$ cat config.mk
export PLATFORM = sky130hd
export DESIGN_NAME = ifid_pipe
export DESIGN_NICKNAME = d
export VERILOG_FILES = /design/src/rtl/mips_pkg.sv /design/src/rtl/ifid_decode.sv /design/src/rtl/ifid_pipe.sv
export SDC_FILE = /design/constraint.sdc
export NUM_CORES = 1
export LEC_CHECK = 0
export ABC_AREA = 1
export CAP_MARGIN = 20
export CORE_ASPECT_RATIO = 0.8
export CORE_MARGIN = 8
export CORE_UTILIZATION = 35
export DETAILED_ROUTE_END_ITERATION = 12
export PLACE_DENSITY_LB_ADDON = 0.25
export SYNTH_ARGS = -nofsm -noshare
export SYNTH_HDL_FRONTEND = slang
export SYNTH_HIERARCHICAL = 1
export SYNTH_SLANG_ARGS = --single-unit
$ cat constraint.sdc
create_clock -name clk -period 1.2 [get_ports clk]
set_input_delay 0.36 -clock clk [delete_from_list [all_inputs] [get_ports clk]]
set_output_delay 0.36 -clock clk [all_outputs]
set_load 0.03 [all_outputs]
$ cat src/rtl/mips_pkg.sv
// Shared MIPS instruction field positions, widths and IF/ID stage state encoding.
package mips_pkg;

  localparam int unsigned INS_W   = 32;
  localparam int unsigned REG_W   = 5;
  localparam int unsigned IMM_W   = 16;
  localparam int unsigned OP_W    = 7;

  localparam int unsigned OPC_HI   = 31;
  localparam int unsigned OPC_LO   = 26;
  localparam int unsigned RS_HI    = 25;
  localparam int unsigned RS_LO    = 21;
  localparam int unsigned RT_HI    = 20;
  localparam int unsigned RT_LO    = 16;
  localparam int unsigned RD_HI    = 15;
  localparam int unsigned RD_LO    = 11;
  localparam int unsigned SHAMT_HI = 10;
  localparam int unsigned SHAMT_LO = 6;
  localparam int unsigned FUNCT_HI = 5;
  localparam int unsigned FUNCT_LO = 0;

  typedef enum logic [1:0] {
    EMPTY = 2'd0,
    FULL  = 2'd1,
    SKID  = 2'd2
  } ifid_state_e;

endpackage

$ cat src/rtl/ifid_decode.sv
// Combinational field decode of a 32-bit MIPS instruction word.
module ifid_decode
  import mips_pkg::*;
#(
  parameter bit IMM_SEXT = 1'b1
) (
  input  logic [INS_W-1:0] ins,
  output logic [REG_W-1:0] rs,
  output logic [REG_W-1:0] rt,
  output logic [REG_W-1:0] rd,
  output logic [REG_W-1:0] shamt,
  output logic [IMM_W-1:0] imm16,
  output logic [INS_W-1:0] imm_ext,
  output logic [OP_W-1:0]  op
);

  logic [OPC_HI-OPC_LO:0]     opc;
  logic [FUNCT_HI-FUNCT_LO:0] funct;

  always_comb begin
    opc     = ins[OPC_HI:OPC_LO];
    funct   = ins[FUNCT_HI:FUNCT_LO];
    rs      = ins[RS_HI:RS_LO];
    rt      = ins[RT_HI:RT_LO];
    rd      = ins[RD_HI:RD_LO];
    shamt   = ins[SHAMT_HI:SHAMT_LO];
    imm16   = ins[IMM_W-1:0];
    imm_ext = IMM_SEXT ? {{(INS_W-IMM_W){ins[IMM_W-1]}}, ins[IMM_W-1:0]}
                       : {{(INS_W-IMM_W){1'b0}}, ins[IMM_W-1:0]};
    // R-type ops are keyed by funct and tagged with a set LSB to keep them apart from opcodes.
    op      = (opc == '0) ? {funct, 1'b1} : {opc, 1'b0};
  end

endmodule

$ cat src/rtl/ifid_pipe.sv
// IF/ID pipeline stage: valid/ready handshake with a two-slot skid buffer, flush and field decode.
module ifid_pipe
  import mips_pkg::*;
#(
  parameter int unsigned     PC_W     = 32,
  parameter bit              IMM_SEXT = 1'b1,
  parameter logic [INS_W-1:0] NOP_INS = 32'h0000_0000
) (
  input  logic             clk,
  input  logic             rst,
  input  logic             i_valid,
  output logic             o_ready,
  input  logic [INS_W-1:0] i_ins,
  input  logic [PC_W-1:0]  i_pc,
  input  logic             i_flush,
  output logic             o_valid,
  input  logic             i_ready,
  output logic [INS_W-1:0] o_ins,
  output logic [PC_W-1:0]  o_pc,
  output logic [REG_W-1:0] o_rs,
  output logic [REG_W-1:0] o_rt,
  output logic [REG_W-1:0] o_rd,
  output logic [REG_W-1:0] o_shamt,
  output logic [IMM_W-1:0] o_imm16,
  output logic [INS_W-1:0] o_imm_ext,
  output logic [OP_W-1:0]  o_op
);

  ifid_state_e      state_q, state_d;
  logic [INS_W-1:0] main_ins_q, main_ins_d, skid_ins_q, skid_ins_d;
  logic [PC_W-1:0]  main_pc_q, main_pc_d, skid_pc_q, skid_pc_d;
  logic             in_fire, out_fire;

  // State and payload registers.
  always_ff @(posedge clk) begin
    if (rst) begin
      state_q    <= EMPTY;
      main_ins_q <= NOP_INS;
      main_pc_q  <= PC_W'(0);
      skid_ins_q <= NOP_INS;
      skid_pc_q  <= PC_W'(0);
    end else begin
      state_q    <= state_d;
      main_ins_q <= main_ins_d;
      main_pc_q  <= main_pc_d;
      skid_ins_q <= skid_ins_d;
      skid_pc_q  <= skid_pc_d;
    end
  end

  // Next state and payload; flush overrides any handshake in the same cycle.
  always_comb begin
    state_d    = state_q;
    main_ins_d = main_ins_q;
    main_pc_d  = main_pc_q;
    skid_ins_d = skid_ins_q;
    skid_pc_d  = skid_pc_q;
    in_fire    = i_valid & o_ready;
    out_fire   = o_valid & i_ready;
    if (i_flush) begin
      state_d    = EMPTY;
      main_ins_d = NOP_INS;
      main_pc_d  = PC_W'(0);
    end else begin
      unique case (state_q)
        EMPTY: begin
          if (in_fire) begin
            state_d    = FULL;
            main_ins_d = i_ins;
            main_pc_d  = i_pc;
          end
        end
        FULL: begin
          if (in_fire && out_fire) begin
            main_ins_d = i_ins;
            main_pc_d  = i_pc;
          end else if (in_fire) begin
            state_d    = SKID;
            skid_ins_d = i_ins;
            skid_pc_d  = i_pc;
          end else if (out_fire) begin
            state_d = EMPTY;
          end
        end
        SKID: begin
          if (out_fire) begin
            state_d    = FULL;
            main_ins_d = skid_ins_q;
            main_pc_d  = skid_pc_q;
          end
        end
        default: state_d = EMPTY;
      endcase
    end
  end

  // Handshake outputs depend only on registered state, never on i_ready.
  always_comb begin
    o_valid = (state_q != EMPTY);
    o_ready = (state_q != SKID) & ~rst;
    o_ins   = main_ins_q;
    o_pc    = main_pc_q;
  end

  ifid_decode #(
    .IMM_SEXT(IMM_SEXT)
  ) u_decode (
    .ins    (main_ins_q),
    .rs     (o_rs),
    .rt     (o_rt),
    .rd     (o_rd),
    .shamt  (o_shamt),
    .imm16  (o_imm16),
    .imm_ext(o_imm_ext),
    .op     (o_op)
  );

endmodule
==> summary.md <==
| Metric | Value |
|---|---|
| LEAKAGE | 6.02 nW |
| Worst Setup Start Kind | flop |
| Die Area | 24,800 um^2 |
| EDFF count, synth | 0 |
| Global route total overflow | 0 |
| Rows | 46 |
| Final WS setup | -581 ps |
| IO buf count | 209 |
| Crit path time final | between 1500 and 2000 ps |
| Cell family with most CP delay | simple AND/OR/NAND/NOR gates |
| Slowest cell on crit path | dfxtp_2 |
| Synth Register Bits | 130 |
| CTS tree | yes |
| R2R Path Start | state_q[1] |
| Clock sinks | 130 |
| N_diodes | 0 |
| Max Slew Vio Count | 0 |
| Synth Area in Adders | 0 |
| Final Hold Vio Count | 0 |
| Hold path start | i_ready |
| Hold buffers post-CTS | 0 |
| Worst Hold Class | primary input to flop |
| Clock Tree Buf Depth | 2 |
| Predominant post-synthesis flop cell | dfxtp_1 |
| Top-area cell type share of the netlist area | 0.371 |
| Largest family of logic cells by synthesized area | simple AND/OR/NAND/NOR gates |
| Period utilization | 1.48 |
| Levels on crit path | 4 |
| Data arrival, critical path | 1420 ps |
| Post-Synth XOR/XNOR Area | 0 |
| CP Buf/Inv Count | 1 |
| Total track usage | 0.214 |
| Worst hold endpoint | state_q[1] |
| Root Driver | clkbuf_16 |
| Largest net degree at the start of global routing | 65 |
| Yosys cell types | 16 |
| Simple logic cell fraction of the synthesized area | 0.391 |
| Initial DRC Count | 471 |
| Post-Syn Area | 7010 um^2 |
| Hold path cells | 2 |
| Routability congestion estimate | 0.784 |
| Unrepaired setup endpoints after global routing | yes |
| Synth area leader | dfxtp_1 |
| Async SR Flop Fraction | 0 |
| Worst R2R Path Depth | 10 |
| Rel. slew slack | 0.636 |
| Vias | about 7,900 |
| Register area share after synthesis | 0.371 |
| First-pass GRT wire length | 42.3 mm |
| Area of the multi-input gates | roughly 4000 um^2 |
| Synth Area in Compound Gates | 0.0389 |
| Avg Inst Size Synth | slightly above 6 um^2 |
| MaxCap Viol Count | 0 |
| HPWL after DPL | between 10 and 15 mm |
| DR DRC count | 0 |
| Die width | approximately 170 um |
| Final ANT Viol Nets | 0 |
| Worst-path clk slew | approximately 60 ps |
| CP Capture Type | primary output |
| Layout cells sized above 1 | 0.460 |
| Pwr/cell area | a little under 1000 nW/um^2 |
| Die Span Y | 143 um |
| Clk_skew | 6.98 ps |
| Synth top cells by count | nand2_1 (347), nor2_1 (207), inv_1 (137) |
| F_max | 0.562 GHz |
| Final setup violation count | 270 |
| Core box area | 19,700 um^2 |
| Synth warn | 6 |
| Final Util | 0.653 |
| Status | complete, but fails checks |
| Multiplexer area fraction after synthesis | 0 |
| Area Growth Syn to Fin | 83.9% |
| Final Routed Wirelength | 27.8 mm |
| Maximum vdd drop | just over 0.9 mV |
| Crit path largest cell delay | 340 ps |
| RR Endpoint | skid_ins_q[11] |
| Violated checks | setup timing |
| Vias in the first global route | 7,581 |
| Fin Setup TNS | -62,640 ps |
| Register-to-register path setup slack | -420 ps |
| H-tree Lvls | 4 |
| Worst skew pair latency | 410 ps |
| Final net count | around 1,400 |
| Vias per cell | 4.77 |
| Placed Instances | 1,522 |
| WL per Instance | 16.9 um |
| Most frequent cell after synthesis | nand2_1 |
| Finished Layout Cells | 1,646 |
| Crit-path cells | nor2_4, nand4_1, nand2_2, buf_12 |
| CP Data Required Time | 840 ps |
| Detailed Routing Iterations Pass 1 | 5 |
| Post-Syn Instances | 1,147 |
| Num CTS Buffers | 17 |
| CP max FO | 7 |
| Syn Nets | 1,216 |
| WS Path Type | flop to primary output |
| Initial Utilization | 0.355 |
| Post-Place Setup Slack | -714 ps |
| Initial antenna violation count | 0 |
| Actual slew at the worst max-slew pin | 546 ps |
| Seq. cell area | 2740 um^2 |
| Critical Path Source | o_ins[27] |
| Filler cell count | 1,604 |
| Synth area leaders | dfxtp_1 (37%), nand2_1 (19%), nor2_1 (11%) |
| I/O Pins | 210 |
==> timing repair <==
action,CTS,global route
gates resized for setup,343,265
cloned,36,4
pin swaps,93,55
buffers inserted,44,23
setup endpoints to repair,270,271
==> layer usage <==
metal	part of all wire	up-vias	global-route usage	routed length, um
li1	-	3858	-	-
met1	0.45	3683	0.279	12400
met2	0.48	274	0.344	13200
met3	0.061	41	0.0514	1710
met4	0.018	0	0.0678	491
met5	0	-	0	0
==> cell type report <==
| class | count | share of cell area |
|---|---|---|
| repair buffers | 343 | 0.355 |
| multi-input cells | 738 | 0.316 |
| flip-flops and latches | 130 | 0.213 |
| inverters | 139 | 0.0408 |
| clock buffers | 24 | 0.0381 |
| well taps | 264 | 0.0256 |
| clock inverters | 8 | 0.0115 |
==> registers in the layout (all words and copies together) (netlist names) <==
register    count
skid_pc_q      32
skid_ins_q     32
state_q         2
o_ins          32
o_pc           32
==> through the flow <==
stage / power (mW) / cell area (um^2) / hold slack (ps)
6_report: 12.8 / 12900 / 446
3_3_place_gp: 6.40 / 8910 / 456
3_5_place_dp: 6.40 / 8910 / 460
5_1_grt: 13.3 / 12900 / 436
4_1_cts: 12.6 / 12000 / 384
2_1_floorplan: 5.72 / 7190 / 431
==> cells in the final DEF, fill, tap and decap left out, types with 3 or more instances in the layout <==
master and instances:
nor2_1 121, nand2_1 256, buf_4 38, nand3_2 35
buf_16 28, buf_12 39, dfxtp_1 64, clkbuf_8 4
nand3_1 79, clkbuf_16 21, a21oi_1 23, nand2_8 4
nor2_4 21, bufinv_16 4, nor2_2 68, inv_2 13
clkdlybuf4s50_1 67, dfxtp_4 23, buf_8 14, dfxtp_2 43
clkbuf_1 3, nand4_1 8, nand2_4 24, a21oi_2 29
inv_1 124, buf_6 150, nand2_2 65
==> power breakdown <==
part | internal [mW] | leakage (nW) | switching (mW)
sequential | 4.39 | 1.09 | 0.106
combinational | 1.26 | 4.63 | 1.34
clock | 3.71 | 0.307 | 2.00
total | 9.36 | 6.02 | 3.45
==> cell families (layout without fill, tap and decap cells) <==
group / Yosys count / in the layout
flip-flops: 130 / 130
buffers and inverters: 280 / 514
AND/OR/NAND/NOR: 683 / 684
AO/OA/AOI/OAI: 54 / 54
==> worst max-delay path by stage <==
stage	end	slack, ps
global route	o_op[5]	-650
CTS	o_op[2]	-560
detailed placement	skid_pc_q[31]	-710
global placement	skid_pc_q[1]	-690
floorplan	o_ready	-130
finish	o_op[2]	-580
Power figures use the tool's default switching activity.
